**src/rtl/led_change_logger_pkg.sv**
```systemverilog
// Shared constants and record layout for the LED change logger.
// Build option: LED_CHANGE_LOGGER_TIMESTAMP_EN adds per-event timestamps.
package led_change_logger_pkg;

  // Default bus, FIFO and timestamp sizes.
  localparam int WIDTH_DEF    = 6;
  localparam int DEPTH_DEF    = 8;
  localparam int TS_WIDTH_DEF = 16;

  // One logged event at default widths: the new bus value and the
  // free-running counter value at the edge it was stored.
  typedef struct packed {
    logic [WIDTH_DEF-1:0]    value;
    logic [TS_WIDTH_DEF-1:0] ts;
  } evt_rec_t;

endpackage

```
**src/rtl/led_change_logger_event_fifo.sv**
```systemverilog
// First-word-fall-through event FIFO with occupancy count.
// Clear has priority over push and pop. A push while full is accepted only
// when a pop happens on the same edge; otherwise it is dropped and the
// caller is expected to record the loss. Storage is not reset.
module event_fifo #(
  parameter int DW    = 22,
  parameter int DEPTH = 8
) (
  input  logic                   clk,
  input  logic                   reset,
  input  logic                   push,
  input  logic                   pop,
  input  logic                   clear,
  input  logic [DW-1:0]          wdata,
  output logic [DW-1:0]          rdata,
  output logic [$clog2(DEPTH):0] count,
  output logic                   full,
  output logic                   empty
);

  localparam int AW = $clog2(DEPTH);
  localparam int CW = AW + 1;

  logic [DW-1:0] mem [DEPTH];
  logic [AW-1:0] wr_ptr;
  logic [AW-1:0] rd_ptr;
  logic [CW-1:0] count_q;
  logic          do_pop;
  logic          do_push;

  assign empty = (count_q == '0);
  assign full  = (count_q == CW'(DEPTH));

  // Pop only real entries; push when room exists or the head leaves this edge.
  assign do_pop  = pop & ~empty & ~clear;
  assign do_push = push & (~full | do_pop) & ~clear;

  // Pointer and occupancy bookkeeping.
  always_ff @(posedge clk or negedge reset) begin
    if (!reset) begin
      wr_ptr  <= '0;
      rd_ptr  <= '0;
      count_q <= '0;
    end else if (clear) begin
      wr_ptr  <= '0;
      rd_ptr  <= '0;
      count_q <= '0;
    end else begin
      if (do_push) wr_ptr <= wr_ptr + 1'b1;
      if (do_pop)  rd_ptr <= rd_ptr + 1'b1;
      case ({do_push, do_pop})
        2'b10:   count_q <= count_q + 1'b1;
        2'b01:   count_q <= count_q - 1'b1;
        default: count_q <= count_q;
      endcase
    end
  end

  // Entry storage; contents are only meaningful below count.
  always_ff @(posedge clk) begin
    if (do_push) mem[wr_ptr] <= wdata;
  end

  assign rdata = mem[rd_ptr];
  assign count = count_q;

endmodule

```
**src/rtl/led_change_logger.sv**
```systemverilog
// Logs every change of an asynchronous bus into an event FIFO.
// The bus is synchronised through two flops; a change is the synchronised
// value differing from the last logged value. Each change is pushed with
// the free-running timestamp sampled at the push edge.
// Build option: LED_CHANGE_LOGGER_TIMESTAMP_EN enables the timestamp counter
// and per-entry timestamp storage; without it evt_time is tied to zero.
//
// Event handshake: evt_valid is high whenever the FIFO holds at least one
// event and evt_value/evt_time show the oldest one. An event is consumed on
// a rising edge where evt_valid and evt_ready are both high; while evt_valid
// is high and evt_ready low the outputs hold. evt_ready while empty is ignored.
module led_change_logger
  import led_change_logger_pkg::*;
#(
  parameter int WIDTH    = WIDTH_DEF,
  parameter int DEPTH    = DEPTH_DEF,
  parameter int TS_WIDTH = TS_WIDTH_DEF
) (
  input  logic                   clk,
  input  logic                   reset,
  input  logic [WIDTH-1:0]       sig_in,
  input  logic                   clear,
  output logic                   evt_valid,
  input  logic                   evt_ready,
  output logic [WIDTH-1:0]       evt_value,
  output logic [TS_WIDTH-1:0]    evt_time,
  output logic [$clog2(DEPTH):0] evt_count,
  output logic                   overflow
);

  logic [WIDTH-1:0] sync_q1;
  logic [WIDTH-1:0] sync_q2;
  logic [WIDTH-1:0] prev_q;
  logic             change;
  logic             fifo_full;
  logic             fifo_empty;
  logic             drop;

  assign change = (sync_q2 != prev_q);

  // Two-flop synchroniser and last-logged value; clear does not touch these.
  always_ff @(posedge clk or negedge reset) begin
    if (!reset) begin
      sync_q1 <= '0;
      sync_q2 <= '0;
      prev_q  <= '0;
    end else begin
      sync_q1 <= sig_in;
      sync_q2 <= sync_q1;
      if (change) prev_q <= sync_q2;
    end
  end

`ifdef LED_CHANGE_LOGGER_TIMESTAMP_EN
  localparam int DW = WIDTH + TS_WIDTH;

  typedef struct packed {
    logic [WIDTH-1:0]    value;
    logic [TS_WIDTH-1:0] ts;
  } rec_t;

  logic [TS_WIDTH-1:0] ts_q;
  rec_t                wr_rec;
  rec_t                rd_rec;
  logic [DW-1:0]       fifo_wdata;
  logic [DW-1:0]       fifo_rdata;

  // Free-running timestamp; wraps silently.
  always_ff @(posedge clk or negedge reset) begin
    if (!reset) begin
      ts_q <= '0;
    end else begin
      ts_q <= ts_q + 1'b1;
    end
  end

  assign wr_rec     = '{value: sync_q2, ts: ts_q};
  assign fifo_wdata = wr_rec;
  assign rd_rec     = fifo_rdata;
  assign evt_value  = rd_rec.value;
  assign evt_time   = rd_rec.ts;
`else
  localparam int DW = WIDTH;

  logic [DW-1:0] fifo_wdata;
  logic [DW-1:0] fifo_rdata;

  assign fifo_wdata = sync_q2;
  assign evt_value  = fifo_rdata;
  assign evt_time   = '0;
`endif

  event_fifo #(
    .DW    (DW),
    .DEPTH (DEPTH)
  ) u_fifo (
    .clk   (clk),
    .reset (reset),
    .push  (change),
    .pop   (evt_ready),
    .clear (clear),
    .wdata (fifo_wdata),
    .rdata (fifo_rdata),
    .count (evt_count),
    .full  (fifo_full),
    .empty (fifo_empty)
  );

  assign evt_valid = ~fifo_empty;

  // A change is lost only when full, nothing leaves and no flush is pending.
  assign drop = change & fifo_full & ~(evt_ready & ~fifo_empty) & ~clear;

  // Sticky loss flag, cleared only by flush or reset.
  always_ff @(posedge clk or negedge reset) begin
    if (!reset) begin
      overflow <= 1'b0;
    end else if (clear) begin
      overflow <= 1'b0;
    end else if (drop) begin
      overflow <= 1'b1;
    end
  end

endmodule

```
**config.mk**
```make
export PLATFORM = sky130hd
export DESIGN_NAME = led_change_logger
export DESIGN_NICKNAME = d
export VERILOG_FILES = /design/src/rtl/led_change_logger_pkg.sv /design/src/rtl/led_change_logger_event_fifo.sv /design/src/rtl/led_change_logger.sv
export SDC_FILE = /design/constraint.sdc
export NUM_CORES = 1
export LEC_CHECK = 0
export ABC_AREA = 1
export CORE_ASPECT_RATIO = 1.25
export CORE_MARGIN = 4
export CORE_UTILIZATION = 30
export CTS_CLUSTER_SIZE = 8
export DETAILED_ROUTE_END_ITERATION = 7
export PLACE_DENSITY_LB_ADDON = 0.05
export SYNTH_ARGS = -nofsm -noshare
export SYNTH_HDL_FRONTEND = slang
export SYNTH_SLANG_ARGS = --single-unit
```
**constraint.sdc**
```tcl
create_clock -name clk -period 3.43 [get_ports clk]
set_input_delay 1.029 -clock clk [delete_from_list [all_inputs] [get_ports clk]]
set_output_delay 1.029 -clock clk [all_outputs]
set_load 0.02 [all_outputs]
```
; ---- Word level (Yosys, flattened, before mapping)
; Memories as Yosys holds them, arrays and structs flattened.
; Index checks and enable logic that the tools add are counted.
[classes]
n_addsub = 4
n_eq_ne = 4
muxes = 10
n_bitwise = 12
reduce_logical = 5
[ops]
columns = cell, count
row1 = $mux 3, 4
row2 = $pmux 4 s2, 1
row3 = $and 1x1->1, 7
row4 = $add 3x1->3 const B, 2
row5 = $ne 6x6->1, 1
row6 = $reduce_bool 2->1, 3
row7 = $add 4x1->4 const B, 1
row8 = $eq 4x4->1 const B, 1
row9 = $logic_not 4->1, 1
row10 = $mux 1, 4
row11 = $mux 4, 1
row12 = $not 1->1, 4
row13 = $sub 4x1->4 const B, 1
row14 = $reduce_bool 3->1, 1
row15 = $eq 2x1->1 const B, 1
row16 = $eq 2x2->1 const B, 1
row17 = $or 1x1->1, 1
[totals]
regBits = 29
mem_bits_rw = 48
input_bits = 10
out_inout_bits = 28
mem_count = 1
[mem_list]
columns = name, depth, width, rd, rd_ports_with_merged_regs, wr, line_no
row1 = u_fifo.mem, 8, 6, 1, 0, 1, led_change_logger_event_fifo.sv:24  ; logic [DW-1:0] mem [DEPTH];

; ---- Depth between registers and ports, before layout
[logic_depth]
depth_word = 10
ltp_mapped = 15
ltp_nobuf = 15

; ---- Hierarchy
; From an unflattened synthesis, not the netlist that was laid out.
[hier_totals]
hier_cells = 305
hier_area_um2 = 3434.5
[by_module_without_submodules]
columns = module, instances, cells_per_inst, area_each_um2, seq_area_each_um2
row1 = event_fifo, 1, 226, 2640.0, 1691.6
row2 = led_change_logger, 1, 79, 794.5, 475.5

; ---- Worst setup path after synthesis
; No wires, ideal clock.
[synth_timing]
path_kind = register to output
startpoint = register u_fifo.rd_ptr[1]
endpoint = output evt_value[2]
arrival_ps = 1389
setup_slack_ps = 1012
stages_incl_launch_ff = 7
path_cell_list = dfrtp_1 inv_1 clkbuf_1 o21ai_0 o22ai_1 nor2_1 a31oi_1
[synth_between]
elab_chain_len = 1
[synth_lines]
columns = item, line_no
row1 = "start, declared", led_change_logger_event_fifo.sv:26  ; logic [AW-1:0] rd_ptr;
row2 = "start signal, assigned", led_change_logger_event_fifo.sv:50  ; if (do_pop) rd_ptr <= rd_ptr + 1'b1;
row3 = $mem_v2 8x6, --
row4 = "end, declared", led_change_logger.sv:25  ; output logic [WIDTH-1:0] evt_value,
; No other way between the ends.

; ---- Worst setup path in the final report
[layout_timing]
startpoint = register u_fifo.rd_ptr[0]
endpoint = output evt_value[5]
; The elaborated chain is that of the path after synthesis.

==> flow_summary.yaml <==
setup_path:
  worstPathMaxFanout: 17
  worstSetupPathType: "register to output port"
  cp_data_required_time_ps: 2400
  cp_data_arrival_time_ps: 2200
  critPathLaunchType: "register"
  end_kind: "output port"
power:
  p_leak_nw: 1.60
  vdd_drop_max_v: 0.000288
  power_density_mw_per_mm2: 628
finish:
  antenna_cells: 0
  final_cells: 467
  fin_util: 0.370
  fin_area_mm2: 0.00396
  layout-drive-gt1-share: 0.155
  n_fill_cell: 1058
  nets: 345
  area.growth.synth_to_final_pct: 18.8
synth:
  yosysWarnings: 0
  synthArstFlopShare: 0.377
  synth_top_flop_cell: "edfxtp_1"
  syn-cell-area_mm2: 0.00334
  ys_top_cells_by_count: "54 x nor2_1, 48 x edfxtp_1, 37 x nand2_1, 29 x dfrtp_1, 26 x o21ai_0"
  syn_avg_cell_area_um2: 11.1
  ys_top_cells_by_area: "edfxtp_1 43%, dfrtp_1 22%, nor2_1 6.1%, nand2_1 4.2%, o21ai_0 3.9%"
  synthCells: 301
  synthMostInstantiatedCell: "nor2_1"
  synth_largest_area_cell: "edfxtp_1"
  synth_edf_count: 48
  synth_seq_cells: 77
  seq_area_frac_synth: 0.649
  synth.top_cell.area_share: 0.432
  synth_cell_types: 28
global_route:
  gr-usage-all-layers: 0.111
  grt_pass1_wl_mm: 10.5
  grt_pass1_vias: 1914
  grt.overflow.total: 0
  antenna_found_initial: 0
  grt_max_degree: 30
cts:
  cts.sinks: 77
  postCtsSetupBuffers: 0
  cts_root_buf: "clkbuf_16"
  worstSkewPairLatency_ps: 330
  clk_path_buf_depth: 2
  cts_htree_levels: 3
  cts_tree: "yes"
  numCtsBuffers: 9
  clk_pin_slew_ps: 50
  cts_hold_buf: 0
place:
  dp_cells: 451
  dp_hpwl_mm: 4.48
  placed_cell_area_mm2: 0.00369
  port_buffers: 21
  gp_congestion: 0.699
floorplanning:
  die_h_um: 126
  start_util: 0.311
  num_rows: 42
  die_w_um: 102
  core-area_mm2: 0.0107
  fp.dieArea_mm2: 0.0129
  io_pins: 38
drt:
  wl_per_cell_um: 14.0
  vias: 2005
  drt-initial-drc-count: 96
  drtAntennaViolNets: 0
  drt-vias-per-instance: 4.29
  drcViolationCount: 0
  first_pass_iters: 5
  wl_mm: 6.55
flow_run:
  cap_violations: 0
timing:
  fmax_ghz: 0.310
  post-route-period-util: 0.941
  skew_ps: 10.2
  worst_slew_pin_slew_ps: 519
  slew_violations: 0
  slew_headroom: 0.653
  fin_setup_tns_ps: 0
  setup_viol: 0
  worst_hold_slack_ps: 348
  min_period_ps: 3230
  rsz0062_at_grt: "false"
  finalHoldViolCount: 0
run_status:
  outcome: "completed"
min_path:
  hp-class: "register to register"
[layout by cell type (no fill, tap or decap)]
master / instances
nand3_1: 5
a21oi_1: 3
nor2_4: 2
nand4_1: 2
dfrtp_2: 1
clkbuf_1: 3
clkbuf_16: 9
a31oi_1: 6
clkdlybuf4s50_1: 21
o22ai_1: 6
inv_6: 1
inv_2: 4
o21bai_1: 1
nand2_4: 4
inv_1: 17
nor2_2: 6
nand2_1: 37
buf_12: 1
nand3_4: 3
clkinvlp_4: 2
a21oi_2: 1
inv_4: 1
xor2_1: 1
o21ai_0: 26
clkinv_2: 2
fa_1: 1
nand2_2: 2
buf_4: 11
o21ai_1: 4
edfxtp_1: 48
o21ai_2: 2
dfrtp_1: 28
nor2_1: 54
conb_1: 16
ha_1: 4
[stage by stage]
step	setup slack (ps)	power (W)
2_1_floorplan	1010	0.00147
3_3_place_gp	340	0.00168
3_5_place_dp	321	0.00168
4_1_cts	10.8	0.00253
5_1_grt	60.6	0.00263
6_report	204	0.00249
[final timing paths]
path                             startpoint          endpoint  slack [ps]  cells past startpoint
setup / recovery           u_fifo.rd_ptr[0]      evt_value[5]         200                      6
hold reg to reg                  sync_q1[1]     fifo_wdata[1]         350                      0
max in group asynchronous             reset  u_fifo.rd_ptr[0]        2050                      2
hold / removal                   sync_q1[1]     fifo_wdata[1]         350                      0
setup reg to reg              fifo_wdata[0]   u_fifo.count[3]        1120                     14
min in group asynchronous             reset   u_fifo.count[3]        1090                      2
[flip-flops by register name (all words and copies together) (netlist names)]
signal and cells:
prev_q 6, overflow 1, fifo_wdata 6, u_fifo.wr_ptr 3, u_fifo.mem 48, u_fifo.count 4, sync_q1 6, u_fifo.rd_ptr 3
[where the power goes]
| group | switching, W | total (W) | internal, W |
|---|---|---|---|
| registers | 0.0000630 | 0.00111 | 0.00104 |
| logic | 0.000324 | 0.000542 | 0.000218 |
| clock network | 0.000350 | 0.000840 | 0.000490 |
| total | 0.000736 | 0.00249 | 0.00175 |
[what timing repair did]
action / CTS / global route
endpoints found under the setup margin: 3 / 6
hold endpoints to repair: 0 / 0
resized for setup: 1 / 2
cloned: 0 / 0
[final cells by class]
cell class | instances | area (um2) | area share
Tap cell | 132 | 165 | 0.0417
Sequential cell | 77 | 2170 | 0.547
Clock inverter | 4 | 26.3 | 0.00663
Timing Repair Buffer | 33 | 313 | 0.0789
Clock buffer | 12 | 236 | 0.0597
Inverter | 23 | 92.6 | 0.0234
Multi-Input combinational cell | 186 | 962 | 0.243
[critical path, cell delays in order, from the launching register on]
cell	delay [ps]
dfrtp_2	530
buf_12	190
o21ai_0	90
o22ai_1	160
nor2_1	80
a31oi_1	180
clkdlybuf4s50_1	630
[layer usage]
layer  routed length, um  track usage  up-vias  part of all wire
met4                  80       0.0417        0             0.012
met5                   0            0        -                 0
li1                    -            -     1034                 -
met1                3180        0.155      934              0.49
met3                 246       0.0354        4             0.038
met2                3040        0.160       33              0.46
[logic make-up after synthesis]
logic type | after synthesis | synth area share
and+or+nand+nor | 115 | 0.165
buffers and inverters | 53 | 0.0791
xor gates and xnor gates | 1 | 0.00263
DFF | 77 | 0.649
AOI/OAI and AO/OA | 49 | 0.0821
other | 1 | 0.00112
adders and majority gates | 5 | 0.0210
No activity file was read; power rests on OpenSTA's default activity.
